--- config.mk ---
export PLATFORM = sky130hd
export DESIGN_NAME = gpu_cmd_sequencer
export DESIGN_NICKNAME = d
export VERILOG_FILES = /design/src/rtl/gpu_cmd_sequencer.sv
export SDC_FILE = /design/constraint.sdc
export NUM_CORES = 1
export LEC_CHECK = 0
export ABC_AREA = 1
export CAP_MARGIN = 20
export CORE_MARGIN = 3
export CORE_UTILIZATION = 58
export CTS_BUF_LIST = sky130_fd_sc_hd__clkbuf_4
export DETAILED_ROUTE_END_ITERATION = 8
export PLACE_DENSITY_LB_ADDON = 0.12
export SYNTH_ARGS = -nofsm -noshare
export SYNTH_HDL_FRONTEND = slang
export SYNTH_SLANG_ARGS = --single-unit
--- constraint.sdc ---
create_clock -name clk -period 9.3 [get_ports clk]
set_clock_uncertainty 0.1 [all_clocks]
set_input_delay 0.93 -clock clk [delete_from_list [all_inputs] [get_ports clk]]
set_output_delay 0.93 -clock clk [all_outputs]
set_load 0.01 [all_outputs]
--- src/rtl/gpu_cmd_sequencer.sv ---
// gpu_cmd_sequencer
// Queues CPU commands in a small FIFO and replays them back-to-back through a
// micro-address sequencer. Each command carries an opcode, a repeat count,
// N_PC program-counter start values and increments, and one immediate data
// word. An external ROM decodes (op_out, uaddr) into the ucode_* fields that
// steer this block. Datapath strobes elsewhere must be gated with ~stall.
//
// Ports:
//   clk, reset        clock, asynchronous active-high reset
//   abort             synchronous flush of the queue and the current command
//   cmd_*             command push interface (valid/ready handshake)
//   op_out, uaddr     current instruction register and micro-address (ROM address)
//   ucode_seq         00 NEXT, 01 END, 10 REPEAT, 11 CONTINUE_OR_END
//   ucode_halt_sel    halt sources this micro-step waits on
//   ucode_pc_inc      per-PC increment enables for this micro-step
//   halt_src          busy flags from the rest of the GPU
//   stall             current micro-step is blocked by a selected busy source
//   pc_value          packed program counters, PC i at [i*PC_W +: PC_W]
//   data_out          immediate data of the current command
//   rep_left          remaining repeats of the current command
//   fifo_level        number of queued commands
//   busy              a command is running or queued
//   uaddr_err         sticky micro-address overflow flag
module gpu_cmd_sequencer #(
    parameter int DATA_W     = 16,
    parameter int PC_W       = 13,
    parameter int INC_W      = 8,
    parameter int REP_W      = 8,
    parameter int OP_W       = 5,
    parameter int UADDR_W    = 6,
    parameter int N_PC       = 2,
    parameter int N_HALT     = 6,
    parameter int FIFO_DEPTH = 4
) (
    input  logic                          clk,
    input  logic                          reset,
    input  logic                          abort,
    input  logic                          cmd_valid,
    output logic                          cmd_ready,
    input  logic [OP_W-1:0]               cmd_opcode,
    input  logic [REP_W-1:0]              cmd_repeat,
    input  logic [N_PC*PC_W-1:0]          cmd_pc_start,
    input  logic [N_PC*INC_W-1:0]         cmd_pc_inc,
    input  logic [DATA_W-1:0]             cmd_data,
    output logic [OP_W-1:0]               op_out,
    output logic [UADDR_W-1:0]            uaddr,
    input  logic [1:0]                    ucode_seq,
    input  logic [N_HALT-1:0]             ucode_halt_sel,
    input  logic [N_PC-1:0]               ucode_pc_inc,
    input  logic [N_HALT-1:0]             halt_src,
    output logic                          stall,
    output logic [N_PC*PC_W-1:0]          pc_value,
    output logic [DATA_W-1:0]             data_out,
    output logic [REP_W-1:0]              rep_left,
    output logic [$clog2(FIFO_DEPTH):0]   fifo_level,
    output logic                          busy,
    output logic                          uaddr_err
);

    localparam int PTR_W = $clog2(FIFO_DEPTH);
    localparam int LVL_W = PTR_W + 1;

    localparam logic [1:0] SEQ_NEXT   = 2'b00;
    localparam logic [1:0] SEQ_END    = 2'b01;
    localparam logic [1:0] SEQ_REPEAT = 2'b10;
    localparam logic [1:0] SEQ_CONT   = 2'b11;

    typedef enum logic [0:0] {
        S_IDLE = 1'b0,
        S_RUN  = 1'b1
    } state_t;

    state_t state, state_next;

    // Command queue storage, one array per command field.
    logic [OP_W-1:0]       q_op    [FIFO_DEPTH];
    logic [REP_W-1:0]      q_rep   [FIFO_DEPTH];
    logic [N_PC*PC_W-1:0]  q_pc    [FIFO_DEPTH];
    logic [N_PC*INC_W-1:0] q_inc   [FIFO_DEPTH];
    logic [DATA_W-1:0]     q_data  [FIFO_DEPTH];

    logic [PTR_W-1:0] wr_ptr, rd_ptr;
    logic [LVL_W-1:0] level;
    logic             fifo_empty, fifo_full;
    logic             push, pop;

    logic [N_PC*PC_W-1:0]  pc_q, pc_next;
    logic [N_PC*INC_W-1:0] inc_q;

    logic                  load, go_idle, advance, set_err, finish;
    logic                  uaddr_max;
    logic [UADDR_W-1:0]    uaddr_next;
    logic [REP_W-1:0]      rep_next;

    assign fifo_empty = (level == '0);
    assign fifo_full  = (level == LVL_W'(FIFO_DEPTH));
    assign cmd_ready  = ~fifo_full & ~abort;
    assign push       = cmd_valid & cmd_ready;
    assign pop        = load;
    assign fifo_level = level;

    assign stall     = (state == S_RUN) & (|(halt_src & ucode_halt_sel));
    assign busy      = (state == S_RUN) | ~fifo_empty;
    assign pc_value  = pc_q;
    assign uaddr_max = &uaddr;

    // Next-state and micro-sequencing decisions. An overflow is only raised
    // where the sequencer would actually increment past the last micro-address;
    // REPEAT with repeats left jumps back to 0 and cannot overflow. Abort is
    // applied last so it overrides every other decision.
    always_comb begin
        state_next = state;
        load       = 1'b0;
        go_idle    = 1'b0;
        advance    = 1'b0;
        set_err    = 1'b0;
        finish     = 1'b0;
        uaddr_next = uaddr;
        rep_next   = rep_left;

        case (state)
            S_IDLE: begin
                if (!fifo_empty) begin
                    load = 1'b1;
                end
            end
            S_RUN: begin
                if (!stall) begin
                    advance = 1'b1;
                    case (ucode_seq)
                        SEQ_NEXT: begin
                            if (uaddr_max) begin
                                finish  = 1'b1;
                                set_err = 1'b1;
                            end else begin
                                uaddr_next = uaddr + 1'b1;
                            end
                        end
                        SEQ_REPEAT: begin
                            if (rep_left != '0) begin
                                rep_next   = rep_left - 1'b1;
                                uaddr_next = '0;
                            end else if (uaddr_max) begin
                                finish  = 1'b1;
                                set_err = 1'b1;
                            end else begin
                                uaddr_next = uaddr + 1'b1;
                            end
                        end
                        SEQ_CONT: begin
                            if (rep_left == '0) begin
                                finish = 1'b1;
                            end else if (uaddr_max) begin
                                finish  = 1'b1;
                                set_err = 1'b1;
                            end else begin
                                uaddr_next = uaddr + 1'b1;
                            end
                        end
                        SEQ_END: begin
                            finish = 1'b1;
                        end
                        default: begin
                            finish = 1'b1;
                        end
                    endcase

                    // Zero-bubble hand-over: a queued command loads on the
                    // same edge that ends the current one.
                    if (finish) begin
                        if (!fifo_empty) begin
                            load = 1'b1;
                        end else begin
                            go_idle    = 1'b1;
                            uaddr_next = '0;
                        end
                    end
                end
            end
            default: begin
                state_next = S_IDLE;
            end
        endcase

        if (load) begin
            state_next = S_RUN;
        end else if (go_idle) begin
            state_next = S_IDLE;
        end

        if (abort) begin
            state_next = S_IDLE;
            load       = 1'b0;
            go_idle    = 1'b0;
            advance    = 1'b0;
            set_err    = 1'b0;
        end
    end

    // Modulo PC advance; increments are zero-extended to the PC width.
    always_comb begin
        pc_next = pc_q;
        for (int i = 0; i < N_PC; i++) begin
            if (advance && ucode_pc_inc[i]) begin
                pc_next[i*PC_W +: PC_W] = pc_q[i*PC_W +: PC_W]
                                        + PC_W'(inc_q[i*INC_W +: INC_W]);
            end
        end
    end

    always_ff @(posedge clk or posedge reset) begin
        if (reset) begin
            state <= S_IDLE;
        end else begin
            state <= state_next;
        end
    end

    // Queue pointers and level; abort empties the queue in one edge.
    always_ff @(posedge clk or posedge reset) begin
        if (reset) begin
            wr_ptr <= '0;
            rd_ptr <= '0;
            level  <= '0;
        end else if (abort) begin
            wr_ptr <= '0;
            rd_ptr <= '0;
            level  <= '0;
        end else begin
            if (push) begin
                wr_ptr <= wr_ptr + 1'b1;
            end
            if (pop) begin
                rd_ptr <= rd_ptr + 1'b1;
            end
            case ({push, pop})
                2'b10:   level <= level + 1'b1;
                2'b01:   level <= level - 1'b1;
                default: level <= level;
            endcase
        end
    end

    // Queue storage has no reset; entries are only read once written.
    always_ff @(posedge clk) begin
        if (push) begin
            q_op[wr_ptr]   <= cmd_opcode;
            q_rep[wr_ptr]  <= cmd_repeat;
            q_pc[wr_ptr]   <= cmd_pc_start;
            q_inc[wr_ptr]  <= cmd_pc_inc;
            q_data[wr_ptr] <= cmd_data;
        end
    end

    // Command registers. Abort only clears the instruction/micro-address and
    // leaves PCs, data and repeat count where they were.
    always_ff @(posedge clk or posedge reset) begin
        if (reset) begin
            op_out   <= '0;
            uaddr    <= '0;
            rep_left <= '0;
            pc_q     <= '0;
            inc_q    <= '0;
            data_out <= '0;
        end else if (abort) begin
            op_out <= '0;
            uaddr  <= '0;
        end else if (load) begin
            op_out   <= q_op[rd_ptr];
            rep_left <= q_rep[rd_ptr];
            pc_q     <= q_pc[rd_ptr];
            inc_q    <= q_inc[rd_ptr];
            data_out <= q_data[rd_ptr];
            uaddr    <= '0;
        end else if (advance) begin
            pc_q     <= pc_next;
            uaddr    <= uaddr_next;
            rep_left <= rep_next;
            if (go_idle) begin
                op_out <= '0;
            end
        end
    end

    always_ff @(posedge clk or posedge reset) begin
        if (reset) begin
            uaddr_err <= 1'b0;
        end else if (abort) begin
            uaddr_err <= 1'b0;
        end else if (set_err) begin
            uaddr_err <= 1'b1;
        end
    end

endmodule
Word-level counts from Yosys, hierarchy flattened. Memories as Yosys holds them, arrays and structs flattened. A register that Yosys moved wholly into a read port is not among the register bits. Index checks and enable logic that the tools add are counted.

Register bits after elaboration: 54. Memory bits (writable): 284. Bits of input ports: 91. Output and inout port bits: 68. Logic and storage cells: 130. Memories kept: 5.

Memories: q_pc (depth 4, bits a word 26, rd ports 1, clocked after memory_dff 0, wr ports 1, RTL line 78) `logic [N_PC*PC_W-1:0] q_pc [FIFO_DEPTH];`; q_data (depth 4, bits a word 16, rd ports 1, clocked after memory_dff 1, wr ports 1, RTL line 80) `logic [DATA_W-1:0] q_data [FIFO_DEPTH];`; q_inc (depth 4, bits a word 16, rd ports 1, clocked after memory_dff 1, wr ports 1, RTL line 79) `logic [N_PC*INC_W-1:0] q_inc [FIFO_DEPTH];`; q_rep (depth 4, bits a word 8, rd ports 1, clocked after memory_dff 0, wr ports 1, RTL line 77) `logic [REP_W-1:0] q_rep [FIFO_DEPTH];`; q_op (depth 4, bits a word 5, rd ports 1, clocked after memory_dff 0, wr ports 1, RTL line 76) `logic [OP_W-1:0] q_op [FIFO_DEPTH];`.

Add/subtract/negate cells: 8. Eq/ne operators: 8. Mux-type cells: 62. Bitwise operators: 9. Reductions and logical operators: 28.

Operators with widths (count): two-way mux 6 bit (10); two-way mux 26 bit (2); two-way mux 8 bit (6); two-way mux 1 bit (28); adder 13 x 8 -> 13 bit (2); two-way mux 13 bit (2); two-way mux 5 bit (4); one-hot mux 6 bit (3 select lines) (1); nonzero test 2 bit (9); nonzero test 3 bit (5); AND reduction 6 bit (2); AND reduction 3 bit (3); logical NOT 8 bit (1); two-way mux 2 bit (4); nonzero test 8 bit (1); subtractor 8 x 1 -> 8 bit, second input constant (1); adder 6 x 1 -> 6 bit, second input constant (1); AND 6 bit (1); == test 2 bit, second input constant (3); one-hot mux 3 bit (2 select lines) (1); OR reduction 6 bit (1); adder 2 x 1 -> 2 bit, second input constant (2); == test 2 x 1 -> 1 bit, second input constant (2); NOT 1 bit (4); 15 further kinds (19).

Depth between registers and ports, before layout. Gate-level depths: netlist of the first run.

Depth in word-level cells: 14. Gate-level depth with buffers: 17. Mapped depth without buffers: 17.

Least setup slack after synthesis of the first run. OpenSTA, ideal clock, no wires.

Path type: input port to flip-flop. Start: input port abort. End: memory q_data[0][0], enable pin. Setup time: 0.501 ns. Arrival: 4.507 ns. Data required time: 8.699 ns. Path slack: 4.192 ns. Cell stages on the path: 4. Buffers on the path: 1. Path through: buf_2 a21oi_1 nand2_1 nor2_1.

Word-level cells in the longest chain between the ends: 5.

Ends and longest elaborated chain: start: declaration (RTL line 37) `input logic abort,`; NOT 1 bit (no line); AND 1 bit (RTL line 97) `assign cmd_ready = ~fifo_full & ~abort;`; named net cmd_ready (RTL line 39) `output logic cmd_ready,`; AND 1 bit (RTL line 98) `assign push = cmd_valid & cmd_ready;`; two-way mux 1 bit (RTL line 246) `if (push) begin`; two-way mux 1 bit (implied by the code) (RTL line 251) `q_data[wr_ptr] <= cmd_data;`; end: declaration (RTL line 80).

The timed path passes the listed nets, and every way through them passes these cells.

Worst setup path in the final report of the first run.
Start: input port abort. End: memory q_inc[0][15] (netlist name), enable pin.

Word-level cells in the longest chain between the ends: 5.

Ends and longest elaborated chain: NOT 1 bit (no line); AND 1 bit (RTL line 97); AND 1 bit (RTL line 98); two-way mux 1 bit (RTL line 246); two-way mux 1 bit (implied by the code) (RTL line 250) `q_inc[wr_ptr] <= cmd_pc_inc;`; end: declaration (RTL line 79).

Every way passes these cells.

==> flow_summary.json, run 1 <==
{
  "layout-drive-gt1-share_pct": 11.2,
  "period_share_pct": 37.2,
  "clkPwrFrac_pct": 25.2,
  "p_int_mw": 3.56,
  "core_mm2": 0.0264,
  "max-slew-margin-rel_pct": 26.9,
  "hold_class": "reg -> reg",
  "start_util_pct": 59.5,
  "p_comb_share_pct": 35.1,
  "met1_usage_pct": 32.0,
  "wl_per_cell_um": 17.6,
  "fin_ws_ns": 5.84,
  "path_class": "in -> reg",
  "synth_fp_nets": 1533,
  "gr-total-overflow": 0,
  "met3_usage_pct": 4.79,
  "async_flop_share_pct": 23.2,
  "die_y_um": 170,
  "power.switching_mw": 2.02,
  "synthCells": 1417,
  "synth_ff_type": "edfxtp_1",
  "totalWireLength_mm": 35.7,
  "rows": 59,
  "htree_levels": 3,
  "io_buffers": 158,
  "gp_congestion": 0.868,
  "clock_path_buffers": 3,
  "clock-sinks": 370,
  "grt.busiest_layer": "met2",
  "synth-seq-cells": 370,
  "final_hold_viol_count": 0,
  "dp_slack_ns": 5.12,
  "dr.pass1.iters": 5,
  "track_usage_pct": 24.7,
  "post_cts_buffers": 0,
  "post-route-min-period_ns": 3.46,
  "status": "complete, no violations",
  "final_common_cell": "nand2_1",
  "clk_latency_ns": 0.70,
  "ir_drop_v": 0.000176,
  "worstPathCellList": "clkdlybuf4s50_1 -> a21oi_1 -> nand2_1 -> nor2_4 -> buf_4",
  "synth-warning-count": 0,
  "cts_hold_buf": 0,
  "layout_common_cells": "301 x nand2_1, 284 x edfxtp_1, 178 x nor2_1",
  "dr_total_vias": 11200,
  "first_global_vias": 11100,
  "drc": 0,
  "syn_area_mm2": 0.0157,
  "end_kind": "flop",
  "arrival_ns": 3.65,
  "fin_hold_ws_ns": 0.382,
  "reg2reg_slack_ns": 5.85,
  "antenna_found_initial": 3,
  "rsz0062_at_grt": "no",
  "use_met2_pct": 42.0,
  "fillers": 1974,
  "synth_enable_flop_cells": 284,
  "final-max-slew-violation-count": 0,
  "drtIter0Drc": 958,
  "tns_ns": 0,
  "path_max_fanout": 42,
  "clk_pin_slew_worst_paths_ns": 0.06,
  "drv_cap": 0,
  "avgSynthCellArea_um2": 11.1,
  "synthToLayoutAreaGrowth_pct": 19.4,
  "power_density_mw_per_mm2": 298,
  "vias_per_cell": 5.53,
  "tightest_slew_ns": 1.10,
  "cpMaxStageDelayCell": "nor2_4",
  "synth-seq-area-share_pct": 68.1,
  "final_cells": 2022,
  "cts_tree": "built",
  "p_sw_share_pct": 36.2,
  "crit_path_max_incr_delay_ns": 0.91,
  "ant_nets": 0,
  "start_kind": "input pin",
  "grt_max_degree": 99,
  "leakage_nw": 7.45,
  "nNetsFinal": 1729,
  "die_w_um": 170,
  "cts-root-buf": "clkbuf_4",
  "cts_made_buffers": 90,
  "cp.buffers_inverters": 2,
  "setup-violations-final": 0,
  "critPathRequiredTime_ns": 9.50,
  "max_freq_mhz": 289,
  "cp_top_family": "buffers and inverters",
  "ys_types": 38,
  "num_io_pins": 159,
  "power_frac_seq_pct": 39.7,
  "dieArea_mm2": 0.0291,
  "post-dp-hpwl_mm": 21.1,
  "postCtsResizedCells": 0,
  "grt_pass1_wl_mm": 56.7,
  "placed_cells": 1856
}
==> cell families (layout without fill, tap and decap cells) <==
family | after synthesis | in the layout | share of synthesized area [%]
adder cells (fa/ha/maj) | 25 | 25 | 2.14
XOR/XNOR | 20 | 20 | 1.12
other | 0 | 2 | 0
AO/OA/AOI/OAI | 300 | 300 | 10.4
AND/OR/NAND/NOR | 554 | 554 | 14.2
flip-flops | 370 | 370 | 68.1
buffers and inverters | 148 | 416 | 4.07
==> metal layers <==
metal	vias to the layer above	part of all wire (%)
met3	62	6.4
li1	5387	-
met4	4	2.2
met5	-	0.076
met1	5373	41
met2	357	50
==> area by class of cell <==
cell class	count	area (um2)	area share, %
flip-flops and latches	370	10700	57.0
clock inverters	22	175	0.935
multi-input cells	899	4400	23.5
inverters	83	315	1.68
diodes	2	5.00	0.0267
clock buffers	142	1070	5.69
well taps	335	419	2.24
repair buffers	169	1660	8.88
==> synth_stat cells, drive strengths merged, types with 15 or more instances <==
cell	count	area, um2
inv	82	308
o22ai	72	450
nand3	43	228
dfrtp	86	2150
o21ai	197	990
nor2	185	707
nand2	307	1170
edfxtp	284	8530
buf	20	158
clkbuf	45	169
xor2	15	131
ha	22	275
==> sequential cells by signal, indices dropped and copies added (netlist names) <==
register and flops:
q_op 20, fifo_level 3, rep_left 8, q_pc 104, uaddr 6, q_data 64
inc_q 16, pc_value 26, op_out 5, state 1, wr_ptr 2, q_inc 64
uaddr_err 1, data_out 16, rd_ptr 2, q_rep 32
==> power groups by stage <==
stage | Combinational (mW) | Clock (mW) | Sequential [mW]
global route | 2.20 | 1.53 | 2.24
floorplan | 1.28 | 0 | 2.25
finish | 1.96 | 1.41 | 2.21
CTS | 1.96 | 1.44 | 2.21
global placement | 1.91 | 0 | 2.24
detailed placement | 1.95 | 0 | 2.24
==> worst paths after layout <==
kind / from / endpoint / depth (start not counted)
min: data_out[8] / data_out[8] / 2
max reg2reg: uaddr[0] / pc_value[3] / 13
min in group asynchronous: reset / fifo_level[2] / 2
max: abort / q_inc[0][15] / 5
max in group asynchronous: reset / pc_value[2] / 3
min reg2reg: data_out[8] / data_out[8] / 2
==> worst register-to-register path, stage by stage, from the launching register on <==
cell	delay, ns
dfrtp_1	0.48
ha_1	0.27
nand2_2	0.12
nor2_4	0.05
nand2_2	0.14
nand2_1	0.07
nand2_1	0.14
nand2_2	0.11
nand3_4	0.24
buf_4	0.66
nand2_2	0.39
inv_1	0.39
nand2_1	0.11
nand2_1	0.09
==> metrics by stage <==
| step | cell area [um2] | utilization [%] | total power, mW |
|---|---|---|---|
| 6_report | 18700 | 71.1 | 5.58 |
| 3_3_place_gp | 17500 | 66.3 | 4.15 |
| 4_1_cts | 18700 | 71.1 | 5.61 |
| 2_1_floorplan | 15700 | - | 3.52 |
| 3_5_place_dp | 17500 | 66.3 | 4.20 |
| 5_1_grt | 18700 | 71.1 | 5.97 |
Note: power is estimated with default switching activity, not from simulation.
==> inputs of run 2 (changes only) <==
CORE_UTILIZATION = 53   (was 58)
clock period = 3 ns   (was 9.3 ns; I/O delays follow)
==> run 2 against run 1 <==
Compared with the run above:
- clock power rose to 3.0 times the previous value
- combinational power increased to 3.2 times the previous value
- highest routed layer unchanged
- cell count grew 3.9%
- register-to-register slack got worse by 5.5 ns
- global-route usage shrank 1.4 points
- via count is 0.44% higher
- die area increased by 9.1%
- first-iteration DRC count shrank 26%
- largest cell class unchanged
- routed wire length rose by 2.0%
- clock-buffer cell count did not move
==> flow_summary.json, run 2 (same netlist as run 1, synthesis figures left out) <==
{
  "power_density_mw_per_mm2": 909,
  "cpMaxStageDelayCell": "dfrtp_1",
  "grt_max_degree": 144,
  "postCtsResizedCells": 0,
  "gp_congestion": 0.876,
  "dieArea_mm2": 0.0317,
  "rows": 62,
  "status": "complete, no violations",
  "track_usage_pct": 23.3,
  "hold_class": "in -> reg",
  "drtIter0Drc": 712,
  "antenna_found_initial": 4,
  "path_max_fanout": 78,
  "vias_per_cell": 5.35,
  "layout_common_cells": "301 x nand2_1, 284 x edfxtp_1, 178 x nor2_1",
  "path_class": "reg -> reg",
  "drc": 0,
  "cp_top_family": "simple AND/OR/NAND/NOR gates",
  "wl_per_cell_um": 17.3,
  "leakage_nw": 7.60,
  "final_hold_viol_count": 0,
  "dr.pass1.iters": 5,
  "nNetsFinal": 1753,
  "synthToLayoutAreaGrowth_pct": 21.9,
  "cts_made_buffers": 92,
  "start_kind": "flop",
  "largest_reg_flops": 104,
  "fin_util_pct": 66.1,
  "path_common_cell": "nand2_1",
  "rsz0062_at_grt": "no",
  "critPathRequiredTime_ns": 3.46,
  "arrival_ns": 3.13,
  "layout-drive-gt1-share_pct": 12.3,
  "die_w_um": 178,
  "final_cells": 2101,
  "post-route-min-period_ns": 2.67,
  "drv_cap": 0,
  "grt_pass1_wl_mm": 57.7,
  "htree_levels": 3,
  "largest_registers": "q_pc: 104 flops, q_data: 64 flops, q_inc: 64 flops",
  "cts-root-buf": "clkbuf_4",
  "final-max-slew-violation-count": 0,
  "setup-violations-final": 0,
  "worstPathCellList": "inv_1 -> ha_1 -> inv_1 -> nor2_1 -> nand2_1 -> nand3_1 -> nand2_1 -> nand2_2 -> nand3_4 -> buf_12 -> nand2_2 -> inv_1 -> nand2_1 -> nand2_1",
  "ant_nets": 0,
  "final_common_cell": "nand2_1",
  "cts_tree": "built",
  "end_kind": "flop",
  "gr-total-overflow": 0,
  "clk_pin_slew_worst_paths_ns": 0.07,
  "post_cts_buffers": 0,
  "placed_cells": 1926,
  "dr_total_vias": 11200,
  "top_register": "q_pc",
  "period_share_pct": 89.2,
  "start_util_pct": 54.2,
  "first_global_vias": 11100,
  "max-slew-margin-rel_pct": 51.2,
  "tightest_slew_ns": 0.732,
  "post-dp-hpwl_mm": 22.6,
  "clock_path_buffers": 3,
  "die_y_um": 178,
  "crit_path_max_incr_delay_ns": 0.39,
  "clk_latency_ns": 0.71,
  "max_freq_mhz": 374,
  "num_io_pins": 159,
  "totalWireLength_mm": 36.4,
  "clock-sinks": 370,
  "cts_hold_buf": 1,
  "core_mm2": 0.0289,
  "io_buffers": 158,
  "cp.buffers_inverters": 4,
  "ir_drop_v": 0.000560
}
[run 2: cell types whose count changed in the layout (fill, tap and decap cells not counted), sizes merged]
cell         before  now
inv              84   85
dlygate4sd3       0    1
buf              11   32
diode             2    3
bufinv            3    1
clkinv           16   24
[run 2: worst reg2reg max path, cell delays in order (launching register included)]
cell,delay [ns]
dfrtp_1,0.39
inv_1,0.10
ha_1,0.21
inv_1,0.05
nor2_1,0.21
nand2_1,0.15
nand3_1,0.10
nand2_1,0.10
nand2_2,0.13
nand3_4,0.10
buf_12,0.22
nand2_2,0.27
inv_1,0.23
nand2_1,0.11
nand2_1,0.05
[run 2: power by group]
part | total [mW] | switching, mW | leakage, nW | internal (mW)
combinational | 6.32 | 3.82 | 3.21 | 2.50
clock | 4.23 | 1.97 | 0.726 | 2.26
sequential | 6.84 | 0.561 | 3.66 | 6.28
total | 17.4 | 6.35 | 7.60 | 11.0
[run 2: layout make-up]
| cell class | count | area, um2 |
|---|---|---|
| Antenna cell | 3 | 7.51 |
| Clock buffer | 142 | 1070 |
| Clock inverter | 29 | 161 |
| Fill cell | 2273 | 9810 |
| Inverter | 83 | 317 |
| Multi-Input combinational cell | 899 | 4400 |
| Sequential cell | 370 | 10700 |
| Tap cell | 384 | 480 |
| Timing Repair Buffer | 191 | 2010 |
[run 2: path summary, 6_finish.rpt]
| path | startpoint | to | slack [ns] | cells after the start |
|---|---|---|---|---|
| min in group asynchronous | reset | fifo_level[0] | 0.53 | 3 |
| worst max-delay path | rep_left[0] | pc_value[7] | 0.33 | 14 |
| max in group asynchronous | reset | data_out[5] | 1.44 | 4 |
| worst min-delay path | cmd_repeat[4] | q_rep[1][4] | 0.14 | 1 |
| worst max register to register | rep_left[0] | pc_value[7] | 0.33 | 14 |
| worst min register to register | data_out[1] | data_out[1] | 0.38 | 2 |
[run 2: per-stage QoR]
stage / power, mW / setup TNS [ns] / setup WS (ns) / cell area, um2 / hold slack [ns]
global placement: 13.2 / 0 / 0.480 / 17900 / 0.364
finish: 17.4 / 0 / 0.325 / 19100 / 0.135
CTS: 17.6 / 0 / 0.340 / 19100 / 0.0488
detailed placement: 13.3 / 0 / 0.400 / 17900 / 0.364
floorplan: 10.9 / -125.39 / -0.442 / 15700 / 0.299
global route: 18.7 / 0 / 0.0493 / 19100 / 0.0762
[run 2: layer usage]
layer  GRT usage (%)  part of all wire (%)  vias to the layer above
met1            31.0                    43                     5358
met5               0                 0.063                        -
met4            8.25                   2.2                        4
met3            4.81                   6.2                       67
li1                -                     -                     5460
met2            38.4                    48                      343
